**config.mk**
```make
export PLATFORM = sky130hd
export DESIGN_NAME = axi_w_upsize_packer
export DESIGN_NICKNAME = d
export VERILOG_FILES = /design/src/rtl/axi_w_upsize_packer.sv
export SDC_FILE = /design/constraint.sdc
export NUM_CORES = 1
export LEC_CHECK = 0
export CAP_MARGIN = 20
export CELL_PAD_IN_SITES_DETAIL_PLACEMENT = 1
export CELL_PAD_IN_SITES_GLOBAL_PLACEMENT = 1
export CORE_MARGIN = 2
export CORE_UTILIZATION = 47
export DETAILED_ROUTE_END_ITERATION = 6
export PLACE_DENSITY_LB_ADDON = 0.1
export SLEW_MARGIN = 30
export SYNTH_ARGS = -nofsm -noshare
export SYNTH_HDL_FRONTEND = slang
export SYNTH_SLANG_ARGS = --single-unit
```
**constraint.sdc**
```tcl
create_clock -name clk_i -period 13.6 [get_ports clk_i]
set_clock_uncertainty 0.2 [all_clocks]
set_input_delay 2.72 -clock clk_i [delete_from_list [all_inputs] [get_ports clk_i]]
set_output_delay 2.72 -clock clk_i [all_outputs]
set_load 0.03 [all_outputs]
```
**src/rtl/axi_w_upsize_packer.sv**
```systemverilog
// axi_w_upsize_packer
//   Packs narrow slave-side W beats into wide master-side W beats for a
//   narrow-to-wide AXI upsizer. Per-burst commands (start offset, size, length,
//   burst type) arrive from the AW path and are queued in a small FIFO.
//
// Ports
//   clk_i, rst_i                      clock / asynchronous active-high reset
//   cmd_valid_i/cmd_ready_o           burst command handshake
//   cmd_offset_i                      start byte offset inside the wide word
//   cmd_size_i, cmd_len_i, cmd_incr_i narrow AXI size, beats-1, INCR(1)/FIXED(0)
//   slv_w_*                           narrow W channel (input side)
//   mst_w_*                           wide W channel (output side, registered)
module axi_w_upsize_packer #(
    parameter int unsigned SI_DATA_WIDTH = 32,
    parameter int unsigned MI_DATA_WIDTH = 64,
    parameter int unsigned USER_WIDTH    = 1,
    parameter int unsigned CMD_DEPTH     = 4
) (
    input  logic                                 clk_i,
    input  logic                                 rst_i,
    input  logic                                 cmd_valid_i,
    output logic                                 cmd_ready_o,
    input  logic [$clog2(MI_DATA_WIDTH/8)-1:0]   cmd_offset_i,
    input  logic [2:0]                           cmd_size_i,
    input  logic [7:0]                           cmd_len_i,
    input  logic                                 cmd_incr_i,
    input  logic [SI_DATA_WIDTH-1:0]             slv_w_data,
    input  logic [SI_DATA_WIDTH/8-1:0]           slv_w_strb,
    input  logic [USER_WIDTH-1:0]                slv_w_user,
    input  logic                                 slv_w_last,
    input  logic                                 slv_w_valid,
    output logic                                 slv_w_ready,
    output logic [MI_DATA_WIDTH-1:0]             mst_w_data,
    output logic [MI_DATA_WIDTH/8-1:0]           mst_w_strb,
    output logic [USER_WIDTH-1:0]                mst_w_user,
    output logic                                 mst_w_last,
    output logic                                 mst_w_valid,
    input  logic                                 mst_w_ready
);
    localparam int unsigned SI_BYTES = SI_DATA_WIDTH / 8;
    localparam int unsigned MI_BYTES = MI_DATA_WIDTH / 8;
    localparam int unsigned OB       = $clog2(MI_BYTES);
    localparam int unsigned LB       = $clog2(SI_BYTES);
    localparam int unsigned LW       = OB - LB;
    localparam int unsigned PW       = $clog2(CMD_DEPTH);
    localparam int unsigned CW       = OB + 3 + 8 + 1;

    if ((MI_DATA_WIDTH % SI_DATA_WIDTH) != 0 || MI_DATA_WIDTH < 2 * SI_DATA_WIDTH) begin : g_bad_ratio
        $error("axi_w_upsize_packer: MI_DATA_WIDTH must be a multiple >= 2 of SI_DATA_WIDTH");
    end

    typedef enum logic {IDLE, ACTIVE} state_e;

    // Command FIFO
    logic [CW-1:0] fifo_mem_q [CMD_DEPTH];
    logic [PW:0]   wr_ptr_q, wr_ptr_d, rd_ptr_q, rd_ptr_d;
    logic          fifo_empty, fifo_full, push, pop;
    logic [OB-1:0] head_offset;
    logic [2:0]    head_size;
    logic [7:0]    head_len;
    logic          head_incr;

    assign fifo_empty  = (wr_ptr_q == rd_ptr_q);
    assign fifo_full   = (wr_ptr_q[PW] != rd_ptr_q[PW]) && (wr_ptr_q[PW-1:0] == rd_ptr_q[PW-1:0]);
    assign cmd_ready_o = !rst_i && !fifo_full;
    assign push        = cmd_valid_i && cmd_ready_o;
    assign {head_offset, head_size, head_len, head_incr} = fifo_mem_q[rd_ptr_q[PW-1:0]];

    always_ff @(posedge clk_i) begin
        if (push) begin
            fifo_mem_q[wr_ptr_q[PW-1:0]] <= {cmd_offset_i, cmd_size_i, cmd_len_i, cmd_incr_i};
        end
    end

    // Burst state, accumulator and output register
    state_e                   state_q, state_d;
    logic [OB-1:0]            addr_q, addr_d;
    logic [7:0]               cnt_q, cnt_d;
    logic [2:0]               size_q, size_d;
    logic                     incr_q, incr_d;
    logic [MI_DATA_WIDTH-1:0] acc_data_q, acc_data_d;
    logic [MI_BYTES-1:0]      acc_strb_q, acc_strb_d;
    logic [MI_DATA_WIDTH-1:0] out_data_q, out_data_d;
    logic [MI_BYTES-1:0]      out_strb_q, out_strb_d;
    logic [USER_WIDTH-1:0]    out_user_q, out_user_d;
    logic                     out_last_q, out_last_d;
    logic                     out_valid_q, out_valid_d;

    logic [OB-1:0]            step, addr_next;
    logic [LW-1:0]            lane;
    logic                     beat_completes, beat_fire, load;
    logic [MI_DATA_WIDTH-1:0] merged_data;
    logic [MI_BYTES-1:0]      merged_strb;

    assign mst_w_data  = out_data_q;
    assign mst_w_strb  = out_strb_q;
    assign mst_w_user  = out_user_q;
    assign mst_w_last  = out_last_q;
    assign mst_w_valid = out_valid_q;

    always_comb begin
        step           = OB'(1) << size_q;
        addr_next      = (addr_q & ~(step - OB'(1))) + step;
        lane           = addr_q[OB-1:LB];
        beat_completes = !incr_q || (cnt_q == '0) || (addr_next == '0);
    end

    assign slv_w_ready = (state_q == ACTIVE) && (!beat_completes || !out_valid_q || mst_w_ready);
    assign beat_fire   = slv_w_valid && slv_w_ready;

    // Data is merged per byte under strobe so several sub-lane beats (size < SI)
    // landing in the same lane do not clobber each other's bytes.
    always_comb begin
        merged_data = acc_data_q;
        merged_strb = acc_strb_q;
        for (int unsigned j = 0; j < MI_BYTES; j++) begin
            if (LW'(j / SI_BYTES) == lane && slv_w_strb[j % SI_BYTES]) begin
                merged_data[j*8 +: 8] = slv_w_data[(j % SI_BYTES)*8 +: 8];
                merged_strb[j]        = 1'b1;
            end
        end
    end

    always_comb begin
        state_d     = state_q;
        addr_d      = addr_q;
        cnt_d       = cnt_q;
        size_d      = size_q;
        incr_d      = incr_q;
        acc_data_d  = acc_data_q;
        acc_strb_d  = acc_strb_q;
        out_data_d  = out_data_q;
        out_strb_d  = out_strb_q;
        out_user_d  = out_user_q;
        out_last_d  = out_last_q;
        out_valid_d = out_valid_q && !mst_w_ready;
        load        = 1'b0;
        unique case (state_q)
            IDLE: begin
                if (!fifo_empty) begin
                    load    = 1'b1;
                    state_d = ACTIVE;
                end
            end
            ACTIVE: begin
                if (beat_fire) begin
                    cnt_d = cnt_q - 8'd1;
                    if (incr_q) begin
                        addr_d = addr_next;
                    end
                    if (beat_completes) begin
                        out_data_d  = merged_data;
                        out_strb_d  = merged_strb;
                        out_user_d  = slv_w_user;
                        out_last_d  = (cnt_q == '0);
                        out_valid_d = 1'b1;
                        acc_data_d  = '0;
                        acc_strb_d  = '0;
                    end else begin
                        acc_data_d  = merged_data;
                        acc_strb_d  = merged_strb;
                    end
                    // Chain straight into the next queued burst to avoid a bubble.
                    if (cnt_q == '0) begin
                        if (!fifo_empty) begin
                            load = 1'b1;
                        end else begin
                            state_d = IDLE;
                        end
                    end
                end
            end
            default: state_d = IDLE;
        endcase
        if (load) begin
            addr_d = head_offset;
            cnt_d  = head_len;
            size_d = head_size;
            incr_d = head_incr;
        end
        pop      = load;
        wr_ptr_d = wr_ptr_q + {{PW{1'b0}}, push};
        rd_ptr_d = rd_ptr_q + {{PW{1'b0}}, pop};
    end

    always_ff @(posedge clk_i or posedge rst_i) begin
        if (rst_i) begin
            state_q     <= IDLE;
            wr_ptr_q    <= '0;
            rd_ptr_q    <= '0;
            addr_q      <= '0;
            cnt_q       <= '0;
            size_q      <= '0;
            incr_q      <= 1'b0;
            acc_data_q  <= '0;
            acc_strb_q  <= '0;
            out_data_q  <= '0;
            out_strb_q  <= '0;
            out_user_q  <= '0;
            out_last_q  <= 1'b0;
            out_valid_q <= 1'b0;
        end else begin
            state_q     <= state_d;
            wr_ptr_q    <= wr_ptr_d;
            rd_ptr_q    <= rd_ptr_d;
            addr_q      <= addr_d;
            cnt_q       <= cnt_d;
            size_q      <= size_d;
            incr_q      <= incr_d;
            acc_data_q  <= acc_data_d;
            acc_strb_q  <= acc_strb_d;
            out_data_q  <= out_data_d;
            out_strb_q  <= out_strb_d;
            out_user_q  <= out_user_d;
            out_last_q  <= out_last_d;
            out_valid_q <= out_valid_d;
        end
    end

    a_slv_last_matches_cnt: assert property (@(posedge clk_i) disable iff (rst_i)
        beat_fire |-> (slv_w_last == (cnt_q == '0)));
    a_cmd_size_legal: assert property (@(posedge clk_i) disable iff (rst_i)
        push |-> (cmd_size_i <= 3'(LB)));
endmodule
```
; ---- Word-level counts from Yosys, hierarchy flattened
; Memory sizes are Yosys's and may differ from the RTL's.
; Cells that the tools add are included.
; W data, S select, Z words.
[classes]
n_addsub = 5
eq_ne = 3
shift = 1
n_mux = 37
bitwise_logic = 4
reduce_logical = 33
[op_table]
columns = op, count
row1 = $mux W8, 12
row2 = $mux W64, 1
row3 = $mux W1, 18
row4 = $logic_and A1 B1 Y1, 14
row5 = $mux W3, 4
row6 = $logic_not A8 Y1, 1
row7 = $sub A8 B1 Y8 const B, 1
row8 = $add A3 B1 Y3, 2
row9 = $logic_not A1 Y1, 6
row10 = $reduce_and A3 Y1, 2
row11 = $reduce_bool A2 Y1, 3
row12 = $logic_or A1 B1 Y1, 4
row13 = $pmux W1 S2, 2
row14 = $reduce_and A2 Y1, 2
row15 = $add A3 B3 Y3, 1
row16 = $and A3 B3 Y3, 1
row17 = $eq A3 B3 Y1, 1
row18 = $logic_not A3 Y1, 1
row19 = $not A3 Y3, 1
row20 = $shl A1 B3 Y3 const A, 1
row21 = $sub A3 B1 Y3 const B, 1
row22 = $eq A2 B2 Y1, 1
row23 = $not A1 Y1, 2
row24 = $ne A1 B1 Y1, 1
[totals]
ff_bits = 169
ramBits = 60
inputBits = 58
output_inout_bits = 77
word_cells = 98
memories = 1
[memory_table]
columns = name, depth, width, read_ports, rd_clocked_by_memory_dff, write_ports, line
row1 = fifo_mem_q, 4, 15, 1, 0, 1, 55  ; logic [CW-1:0] fifo_mem_q [CMD_DEPTH];

; ---- Longest topological paths before layout
[depth]
ltp_word = 16
ltp_mapped = 11
ltp_nobuf = 9

; ---- Worst setup path before layout
; Ideal clock, no wire load.
[synth_path]
path_kind = input port to output port
startpoint = input mst_w_ready
endpoint = output slv_w_ready
arrival_ns = 3.518
required_ns = 10.680
path_slack_ns = 7.162
cell_stages = 4
path_buffers = 1
cell_sequence = nor2b_1 -> o21ai_0 -> buf_2 -> and2_1
[synth_between]
elab_chain_len = 2
[synth_rtl]
columns = element, line
row1 = from (decl), 38  ; input logic mst_w_ready
row2 = $logic_or A1 B1 Y1, 108  ; assign slv_w_ready = (state_q == ACTIVE) && (!beat_completes || !out_valid_q || mst_w_ready);
row3 = $logic_and A1 B1 Y1, 108
row4 = to (decl), 32  ; output logic slv_w_ready,
; No other way between the ends.

; ---- Worst setup path in the final report
; Ends and elaborated chain as after synthesis.

==> impl_metrics.ini <==
[clock_network]
cts_max_path_buffers = 3
cts_root_buf = clkbuf_16
clk_pin_slew_worst_paths_ns = 0.06
numCtsBuffers = 24
htreeDepth = 1
holdBufCountCts = 0
cts_tree = done
cts_resized = 0
cts_setup_buffers = 0
clock_latency_ns = 0.52
clock_sinks = 229

[yosys]
synth_cell_type_count = 53
synthArstFlopShare_pct = 73.8
yosysWarnings = 0
synth.area.mux_share_pct = 10.5
ys_seq_elements = 229
synthCells = 749
synthesis.nets = 814
syn_area_um2 = 9490
synth_compound_area_share_pct = 13.9
ys.flop_type = dfrtp_1
synth_edf_count = 60
synth_xor_area_share_pct = 0.646
synthSimpleGateAreaFrac_pct = 8.36
yosysSeqAreaShare_pct = 63.5
synthAdderAreaFrac_pct = 0.923
synth_top_family_by_area = compound AO/OA/AOI/OAI gates
avgSynthCellArea_um2 = 12.7

[power]
p_sw_uw = 654
internal-power_mw = 1.38
seqPwrFrac_pct = 42.5
p_per_area_nw_per_um2 = 171
p_leak_nw = 5.06
comb_power_share_pct = 26.6
power.share.clock_pct = 30.9
switching_share_pct = 32.2
ir_drop_mv = 0.0987

[cells_and_area]
drive_gt1_share_pct = 8.81
nets = 944
fin_cells = 1162
num_antenna_cells = 0
area_growth_pct = 25.2

[sta]
fin_ws_ns = 6.12
period_needed_ns = 7.48
setup_viol = 0
fin_crit_sh_pct = 55.0
rsz0062_at_grt = false
max_freq_mhz = 134
slew_headroom_pct = 33.0
setup_tns_ns = 0
hold_violations = 0
tightest_slew_ns = 0.998
slew_violations = 0

[placement]
place_ws_ns = 5.88
placedCellCount = 1117
port_buffers = 133
routabilityCongestion = 0.761
dp_hpwl_um = 15700

[setup_path]
critPathSlowestCell = clkdlybuf4s50_1
endpoint = slv_w_ready
rr_worst_depth = 10
crit_top_cell = clkdlybuf4s50_1
r2r_start = cnt_q[0]$_DFFE_PP0P_
crit_start = mst_w_ready
crit_chain = clkdlybuf4s50_1, nor2b_1, o21ai_2, and2_1, clkdlybuf4s50_1
critPathRequiredTime_ns = 10.68
end_kind = output port
critPathLaunchType = input port
r2r_slack_ns = 9.41
critPathMaxFanout = 12
critPathMaxStageDelay_ns = 0.59
regToRegEndpoint = mst_w_user$_DFFE_PP0P_
arrival_ns = 4.56
path_class = in2out

[grt]
grt_pass1_wl_um = 38800
antenna_found_initial = 0
grt_usage_pct = 22.6
grt_start_max_net_pins = 107
first_global_vias = 7154
grt-ovfl-total = 0

[flow_run]
max_cap_violations = 0

[die]
die_h_um = 146
die_area_um2 = 21300
die_x_um = 146
start_util_pct = 48.3
coreArea_um2 = 19700
top_level_ports = 135
num_rows = 51

[min_path]
hold_class = reg2reg

[drt]
vias = 6639
drt_iter0_markers = 326
wl_per_cell_um = 20.5
drcViolationCount = 0
wl_um = 23900
drtPass1Iterations = 5
via_per_inst = 5.71
ant_nets = 0

[status]
status = complete, no violations
-- cells by family (layout without fill, tap and decap cells) --
family                     after synthesis  after routing
DFF                                    229            229
muxes                                   79             79
and+or+nand+nor                        183            183
adders and majority gates                7              7
xor gates and xnor gates                 7              7
AOI/OAI and AO/OA                      198            198
buffers and inverters                   46            194
-- layout by cell type, fill, tap and decap left out, drive strengths merged, types with 5 or more instances in the layout --
cell type / Yosys / routed
dfrtp: 169 / 169
clkdlybuf4s50: 0 / 133
nor2: 103 / 103
a21oi: 85 / 85
a22o: 64 / 64
edfxtp: 60 / 60
mux2i: 58 / 58
clkbuf: 15 / 38
nand2: 37 / 37
o21ai: 19 / 19
nor3: 18 / 18
mux4: 15 / 15
a31oi: 12 / 12
inv: 9 / 9
buf: 22 / 8
ha: 7 / 7
mux2: 6 / 6
clkinv: 0 / 6
xor2: 5 / 5
o22ai: 5 / 5
-- power by group through the flow --
| stage | Clock, mW | Combinational [mW] | Sequential, mW |
|---|---|---|---|
| 6_report | 0.627 | 0.539 | 0.863 |
| 5_1_grt | 0.664 | 0.584 | 0.874 |
| 4_1_cts | 0.640 | 0.542 | 0.864 |
| 3_5_place_dp | 0 | 0.538 | 0.875 |
| 3_3_place_gp | 0 | 0.515 | 0.867 |
| 2_1_floorplan | 0 | 0.248 | 0.950 |
-- area by class of cell --
cell class	instances	area, um2
Sequential cell	229	6030
Fill cell	2018	7770
Tap cell	265	332
Inverter	9	41.3
Clock inverter	6	27.5
Timing Repair Buffer	141	1430
Multi-Input combinational cell	474	3300
Clock buffer	38	724
-- per-stage QoR --
stage	utilization, %	total power [mW]	hold slack [ns]	cell area (um2)
2_1_floorplan	-	1.20	0.258	9490
3_3_place_gp	56.2	1.38	0.268	11000
3_5_place_dp	56.4	1.41	0.281	11100
4_1_cts	60.2	2.05	0.294	11800
5_1_grt	60.5	2.12	0.307	11900
6_report	60.5	2.03	0.288	11900
-- cells in the mapped netlist, drive strengths merged (2+ instances only) --
cell     instances  area share (%)
buf             22             1.2
nor3            18            0.95
mux4            15             3.6
o22ai            5            0.33
nand2b           2            0.13
xnor2            2            0.18
mux2i           58             6.2
dfrtp          169              45
clkbuf          15            0.59
inv              9            0.36
and3             2            0.13
mux2             6            0.71
o21ai           19             1.0
nor2b            3            0.20
a31oi           12            0.79
ha               7            0.92
xor2             5            0.46
nor2           103             4.1
edfxtp          60              19
and2             4            0.29
nand3            4            0.21
nand2           37             1.5
or4b             2            0.21
a211oi           2            0.16
a22o            64             5.9
a2bb2oi          2            0.18
a21oi           85             4.7
nor4             2            0.13
-- state kept, by name, summed over array words and instances (netlist names) --
register / count
acc_data_q: 64
acc_strb_q: 8
addr_q: 3
cnt_q: 8
fifo_mem_q: 60
incr_q: 1
mst_w_data: 64
mst_w_last: 1
mst_w_strb: 8
mst_w_user: 1
mst_w_valid: 1
rd_ptr_q: 3
size_q: 3
state_q: 1
wr_ptr_q: 3
-- metal layers --
layer | track usage [%] | vias up | wire length [um] | share of wire [%]
met1 | 30.2 | 3414 | 10500 | 44
li1 | - | 3028 | - | -
met2 | 39.3 | 169 | 11800 | 50
met3 | 3.88 | 28 | 1180 | 5.0
met4 | 4.76 | 0 | 333 | 1.4
met5 | 0 | - | 0 | 0
-- worst max-delay path, delay by kind of cell --
kind,cells,cell delay [ns]
buffers and inverters,2,1.03
and+or+nand+nor,2,0.53
AOI/OAI and AO/OA,1,0.27
-- how the worst min path moves through the flow --
stage,start,to,slack [ns],cells after the start
global placement,mst_w_user$_DFFE_PP0P_,mst_w_user$_DFFE_PP0P_,0.27,1
global route,wr_ptr_q[2]$_DFF_PP0_,wr_ptr_q[2]$_DFF_PP0_,0.31,1
floorplan,rd_ptr_q[2]$_DFF_PP0_,rd_ptr_q[2]$_DFF_PP0_,0.26,1
CTS,wr_ptr_q[2]$_DFF_PP0_,wr_ptr_q[2]$_DFF_PP0_,0.29,1
detailed placement,mst_w_user$_DFFE_PP0P_,mst_w_user$_DFFE_PP0P_,0.28,1
finish,mst_w_user$_DFFE_PP0P_,mst_w_user$_DFFE_PP0P_,0.29,1
Note: power is estimated with default switching activity, not from simulation.
